--- src/rtl/cpu_pkg.sv ---
// Shared definitions for the 5-stage core: control-field bit positions,
// ALU operation encodings and default datapath widths.
package cpu_pkg;

  localparam int unsigned DATA_W_DEF = 32;
  localparam int unsigned REG_AW_DEF = 5;

  localparam int unsigned WB_W  = 2;
  localparam int unsigned MEM_W = 2;
  localparam int unsigned EX_W  = 4;

  localparam int unsigned WB_REGWRITE = 1;
  localparam int unsigned WB_MEMTOREG = 0;
  localparam int unsigned MEM_WRITE   = 1;
  localparam int unsigned MEM_READ    = 0;
  localparam int unsigned EX_REGDST   = 3;
  localparam int unsigned EX_ALUSRC   = 2;

  typedef enum logic [1:0] {
    ALU_ADD   = 2'b00,
    ALU_SUB   = 2'b01,
    ALU_RTYPE = 2'b10,
    ALU_OR    = 2'b11
  } alu_op_e;

endpackage

--- src/rtl/load_use_detect.sv ---
// Load-use hazard detector: flags an ID instruction that reads the register
// a load currently in EX has not yet fetched from memory.
module load_use_detect
  import cpu_pkg::*;
#(
  parameter int unsigned REG_AW = REG_AW_DEF
) (
  input  logic              ex_valid,
  input  logic              ex_mem_read,
  input  logic [REG_AW-1:0] ex_rt,
  input  logic              id_valid,
  input  logic [REG_AW-1:0] id_rs,
  input  logic [REG_AW-1:0] id_rt,
  output logic              detect
);

  // $0 is hardwired to zero, so a load targeting it never creates a dependency.
  assign detect = ex_valid & ex_mem_read & (ex_rt != '0) & id_valid &
                  ((ex_rt == id_rs) | (ex_rt == id_rt));

endmodule

--- src/rtl/id_ex_stage.sv ---
// ID/EX pipeline register with load-use bubble insertion, freeze, squash
// and a saturating count of load-use bubbles.
module id_ex_stage
  import cpu_pkg::*;
#(
  parameter int unsigned DATA_W = DATA_W_DEF,
  parameter int unsigned REG_AW = REG_AW_DEF,
  parameter int unsigned CNT_W  = 16
) (
  input  logic              clk_i,
  input  logic              rst_i,
  input  logic              hold_i,
  input  logic              flush_i,
  input  logic              id_valid_i,
  input  logic [1:0]        WB_i,
  input  logic [1:0]        MEM_i,
  input  logic [3:0]        EX_i,
  input  logic [DATA_W-1:0] RsData_i,
  input  logic [DATA_W-1:0] RtData_i,
  input  logic [DATA_W-1:0] Imm_i,
  input  logic [REG_AW-1:0] Rs_i,
  input  logic [REG_AW-1:0] Rt_i,
  input  logic [REG_AW-1:0] Rd_i,
  output logic [1:0]        WB_o,
  output logic [1:0]        MEM_o,
  output logic [3:0]        EX_o,
  output logic [DATA_W-1:0] RsData_o,
  output logic [DATA_W-1:0] RtData_o,
  output logic [DATA_W-1:0] Imm_o,
  output logic [REG_AW-1:0] Rs_o,
  output logic [REG_AW-1:0] Rt_o,
  output logic [REG_AW-1:0] Rd_o,
  output logic              valid_o,
  output logic              hazard_o,
  output logic [CNT_W-1:0]  bubble_cnt_o
);

  logic detect;
  logic cnt_full;

  load_use_detect #(
    .REG_AW(REG_AW)
  ) u_detect (
    .ex_valid   (valid_o),
    .ex_mem_read(MEM_o[MEM_READ]),
    .ex_rt      (Rt_o),
    .id_valid   (id_valid_i),
    .id_rs      (Rs_i),
    .id_rt      (Rt_i),
    .detect     (detect)
  );

  // A squash already removes the dependent instruction, so no stall is needed.
  assign hazard_o = detect & ~flush_i;
  assign cnt_full = &bubble_cnt_o;

  always_ff @(posedge clk_i) begin
    if (rst_i) begin
      WB_o         <= '0;
      MEM_o        <= '0;
      EX_o         <= '0;
      RsData_o     <= '0;
      RtData_o     <= '0;
      Imm_o        <= '0;
      Rs_o         <= '0;
      Rt_o         <= '0;
      Rd_o         <= '0;
      valid_o      <= 1'b0;
      bubble_cnt_o <= '0;
    end else if (flush_i) begin
      WB_o     <= '0;
      MEM_o    <= '0;
      EX_o     <= '0;
      valid_o  <= 1'b0;
      RsData_o <= RsData_i;
      RtData_o <= RtData_i;
      Imm_o    <= Imm_i;
      Rs_o     <= Rs_i;
      Rt_o     <= Rt_i;
      Rd_o     <= Rd_i;
    end else if (!hold_i) begin
      RsData_o <= RsData_i;
      RtData_o <= RtData_i;
      Imm_o    <= Imm_i;
      Rs_o     <= Rs_i;
      Rt_o     <= Rt_i;
      Rd_o     <= Rd_i;
      if (detect) begin
        WB_o    <= '0;
        MEM_o   <= '0;
        EX_o    <= '0;
        valid_o <= 1'b0;
        if (!cnt_full) begin
          bubble_cnt_o <= bubble_cnt_o + 1'b1;
        end
      end else begin
        valid_o <= id_valid_i;
        WB_o    <= id_valid_i ? WB_i  : '0;
        MEM_o   <= id_valid_i ? MEM_i : '0;
        EX_o    <= id_valid_i ? EX_i  : '0;
      end
    end
  end

endmodule

--- config.mk ---
export PLATFORM = sky130hd
export DESIGN_NAME = id_ex_stage
export DESIGN_NICKNAME = d
export VERILOG_FILES = /design/src/rtl/cpu_pkg.sv /design/src/rtl/load_use_detect.sv /design/src/rtl/id_ex_stage.sv
export SDC_FILE = /design/constraint.sdc
export NUM_CORES = 1
export LEC_CHECK = 0
export CAP_MARGIN = 10
export CORE_UTILIZATION = 30
export DETAILED_ROUTE_END_ITERATION = 12
export PLACE_DENSITY = 0.72
export SLEW_MARGIN = 10
export SYNTH_ARGS = -nofsm -noshare
export SYNTH_HDL_FRONTEND = slang
export SYNTH_SLANG_ARGS = --single-unit
--- constraint.sdc ---
create_clock -name clk_i -period 3 [get_ports clk_i]
set_input_delay 0.6 -clock clk_i [delete_from_list [all_inputs] [get_ports clk_i]]
set_output_delay 0.6 -clock clk_i [all_outputs]
set_load 0.005 [all_outputs]
# Word level (Yosys, flattened, before mapping)
# Cells that the tools add are included.
op_classes:
  add_sub_neg: 1
  mul: 0
  n_div: 0
  order_cmp: 0
  eq_ne: 3
  shift: 0
  muxes: 19
  n_bitwise: 9
  n_reduce_logical: 4
ops:
  columns: ["cell", "count"]
  rows:
  - ["two-way mux 32 bit", 6]
  - ["two-way mux 5 bit", 6]
  - ["adder 16 x 1 -> 16 bit, second input constant", 1]
  - ["AND reduction 16 bit", 1]
  - ["== test 5 bit", 2]
  - ["two-way mux 2 bit", 4]
  - ["two-way mux 4 bit", 2]
  - ["bitwise AND 1 bit", 5]
  - ["nonzero test 5 bit", 1]
  - ["AND reduction 4 bit", 1]
  - ["NOT 1 bit", 3]
  - ["inequality test 2 x 1 -> 1 bit, second input constant", 1]
  - ["OR reduction 2 bit", 1]
  - ["two-way mux 1 bit", 1]
  - ["OR 1 bit", 1]
word_totals:
  regBits: 136
  latch_bits: 0
  ramBits: 0
  mem_bits_ro: 0
  in_bits: 124
  output_inout_bits: 137
  wordCells: 47
  memories: 0

# Logic depth before layout (Yosys ltp)
logic_depth:
  word_depth: 5
  depth_mapped: 7
  depth_no_buf: 6

# Modules after synthesis
# Synthesis repeated with hierarchy kept, for this count alone.
hier_totals:
  hier_cells: 636
  hier_area_um2: 5108.6
by_module_without_submodules:
  columns: ["module", "n_inst", "cells_each", "area_per_inst_um2", "seq_area_each_um2"]
  rows:
  - ["id_ex_stage", 1, 619, 4979.8, 2722.6]
  - ["load_use_detect", 1, 17, 128.9, 0.0]

# Worst setup path after synthesis
# Ideal clock, no wire load.
synth_path:
  path_kind: "input to register"
  from: "input port hold_i"
  to: "register bubble_cnt_o[6]"
  setup_ns: 0.123
  arrival_time_ns: 2.076
  required_time_ns: 2.877
  setup_slack_ns: 0.801
  stages: 6
  n_path_buf: 1
  path_cell_list: "or2_0 or3_1 o32a_1 buf_6 nor4_1 mux2_1"
synth_between:
  elab_chain_cells: 2
synth_rtl:
  columns: ["item", "line_no", "source"]
  rows:
  - ["start, declared", "id_ex_stage.sv:12", "input logic hold_i,"]
  - ["NOT 1 bit (no source line)", null, null]
  - ["AND reduction 4 bit (no source line)", null, null]
  - ["end signal, assigned", "id_ex_stage.sv:94", "bubble_cnt_o <= bubble_cnt_o + 1'b1;"]
  - ["end, declared", "id_ex_stage.sv:35", "output logic [CNT_W-1:0] bubble_cnt_o"]
# No other way between the ends.
# A chain may end at the register's enable or synchronous reset.

# Final worst setup path
layout_path:
  from: "input port Rs_i[2]"
  to: "output port hazard_o"
layout_between:
  elab_chain_cells: 4
layout_rtl:
  columns: ["item", "line_no", "source"]
  rows:
  - ["start, declared", "id_ex_stage.sv:21", "input logic [REG_AW-1:0] Rs_i,"]
  - ["== test 5 bit", "load_use_detect.sv:19", "((ex_rt == id_rs) | (ex_rt == id_rt));"]
  - ["OR 1 bit", "load_use_detect.sv:19", null]
  - ["bitwise AND 1 bit", "load_use_detect.sv:18", "assign detect = ex_valid & ex_mem_read & (ex_rt != '0) & id_valid &"]
  - ["bitwise AND 1 bit", "id_ex_stage.sv:54", "assign hazard_o = detect & ~flush_i;"]
  - ["end, declared", "id_ex_stage.sv:34", "output logic hazard_o,"]
# No other way between the ends.

==> impl_results.md <==
* Final Max Tran Viols at 0
* TritonCTS Buffers at 17
* Arrival @ worst endpoint at 2.13 ns
* Routed Antenna Nets at 0
* YS warnings at 0
* Initial core utilization at 30.80%
* # nets final at 1,014
* FILL cells at 1,571
* Vias per cell at 4.728
* Max IR drop VDD at 0.0003524 V
* Tmin final at 2.735 ns
* Area taken by multi-input logic gates at about 2200 um2
* # port buffers at 260
* Initial antenna violation count at 0
* Max-slew headroom at 51.54%
* Sink Count at 136
* Slack of the worst reg-to-reg path at around 0.65 ns
* DR vias at 5,305
* Ys async rst share at 0%
* PwrDens at 546.8 nW/um2
* RSZ-0062 raised after global routing: no
* Die width at 132.7 um
* Root Driver: clkbuf_16
* Most frequent cells in the layout: clkdlybuf4s50_1 (257), nand2_1 (230), dfxtp_1 (136)
* Drt first pass iters at 6
* Clk buf depth at 2
* P&R area growth vs syn at 68.90%
* Global-route wire length before repair at 26,020 um
* Final Skew at approximately 0.0064 ns
* Antenna Diode Count at 0
* Worst path required time at 2.40 ns
* Core ar. at approximately 17,000 um2
* Least-Margin Pin Slew at about 0.73 ns
* Area of the mapped netlist at 5126 um2
* Leakage power at 0.003293 uW
* Layout cells sized above 1 at 6.319%
* Synth Net Count at 761
* Syn Area/Cell at 8.060 um2
* Die area at about 18,000 um2
* Synthesized flop and latch total at 136
* Gr ovfl total at 0
* Gate Count Post-Synth at 636
* Clk Latency, worst-skew pair at 0.41 ns
* CP Capture Type: output pin
* Row cnt at 47
* Final hold vios at 0
* Placer Congestion at ~0.77
* # DRC at 0
* CTS tree: yes
* Synth cell types at 45
* CP Max Fanout at 2
* Max-Cap Viols at 0
* Total negative slack at 0 ns
* Clock slew at the register clock pins of the worst setup and hold paths at ~0.06 ns
* CP startpoint kind: input port
* Largest net degree at the start of global routing at 69
* Register area share after synthesis at about 53%
* WL per Instance at 14.59 um
* Tightest Hold Check Type: reg -> reg
* Total power at 4734 uW
* Drt initial violations at 233
* Post-synth top flop: dfxtp_1
* Peak Freq at about 370 MHz
* DRT Wirelength at 16,370 um
* Overall Global Routing Usage at 18.68%
* Final period util at 91.16%
* Critical path class: in -> out
* DP HPWL at 11,300 um
* Commonest non-fill, non-tap cell in the layout: clkdlybuf4s50_1
* Vias in the first global route at 5,107
* Outcome: completed
* Register area at 2723 um2
* Die height at around 130 um
* Placed Instance Area at roughly 8000 um2
* Number of synthesized flops with an enable pin at 0
* # H-tree levels at 4
* Top Ports at 261
* Final setup vio count at 0
* Final Cell Area at between 8000 and 9000 um2
[stage by stage]
step	instances	util, %	worst slack [ns]	hold WS (ns)
floorplan	636	-	0.8009	0.4482
global placement	1089	48.22	-0.09035	0.4367
detailed placement	1089	48.22	-0.08900	0.4426
CTS	1122	52.03	0.2444	0.4506
global route	1122	52.03	0.1432	0.4597
finish	1122	52.03	0.2651	0.4464
[flip-flops by register name (all words and copies together) (netlist names)]
name          cells
Imm_o            32
RsData_o         32
RtData_o         32
bubble_cnt_o     16
Rd_o              5
Rs_o              5
Rt_o              5
EX_o              4
MEM_o             2
WB_o              2
valid_o           1
[report_power, final]
| group | switching [uW] | internal [uW] |
|---|---|---|
| clock | 820 | 1340 |
| sequential | 50.4 | 1900 |
| combinational | 241 | 383 |
[layer usage]
| layer | vias to the layer above | share of wire [%] | track usage [%] |
|---|---|---|---|
| met1 | 2431 | 44 | 22.27 |
| met2 | 200 | 46 | 30.20 |
| met4 | 0 | 2.0 | 6.641 |
| met3 | 23 | 8.6 | 7.625 |
| li1 | 2651 | - | - |
| met5 | - | 0 | 0 |
[cell families (layout without fill, tap and decap cells)]
group / Yosys count / in the layout / share of synthesized area (%)
and+or+nand+nor: 289 / 289 / 23.80
AOI/OAI and AO/OA: 151 / 151 / 16.87
DFF: 136 / 136 / 53.11
buffers and inverters: 46 / 312 / 3.612
xor gates and xnor gates: 10 / 10 / 1.709
muxes: 3 / 3 / 0.6590
adders and majority gates: 1 / 1 / 0.2440
[synthesized netlist by cell type (5+ instances only)]
| cell | count | area share [%] |
|---|---|---|
| nand2_1 | 230 | 17 |
| nor2_1 | 11 | 0.81 |
| nor4_1 | 5 | 0.61 |
| or4_1 | 8 | 1.2 |
| a21oi_1 | 119 | 12 |
| dfxtp_1 | 136 | 53 |
| a22o_1 | 8 | 1.4 |
| o31ai_1 | 5 | 0.73 |
| xnor2_1 | 8 | 1.4 |
| clkbuf_1 | 38 | 2.8 |
| nand3_1 | 7 | 0.68 |
[layout make-up]
class / instances / share of cell area (%)
Clock inverter: 13 / 1.951
Inverter: 3 / 0.1301
Timing Repair Buffer: 277 / 32.20
Clock buffer: 19 / 5.116
Tap cell: 220 / 3.179
Multi-Input combinational cell: 454 / 25.98
Sequential cell: 136 / 31.45
[path summary, 6_finish.rpt]
kind	from	end	depth (start not counted)
worst max-delay path	Rs_i[2]	hazard_o	7
worst min-delay path	Imm_o[14]	Imm_o[14]	2
worst max register to register	bubble_cnt_o[0]	bubble_cnt_o[8]	6
worst min register to register	Imm_o[14]	Imm_o[14]	2
[timing repair]
action | in CTS | in global routing
hold buffers | 0 | 0
resized for setup | 4 | 0
endpoints found under the setup margin | 1 | 0
setup buffers | 1 | 0
[critical path, stage by stage]
cell and delay, ns:
clkdlybuf4s50_1 0.50, xnor2_1 0.14, nand3_2 0.14, o32ai_4 0.30, nand2_1 0.11, nor2_1 0.09, dlygate4sd2_1 0.26
(Power assumes the default switching activity.)
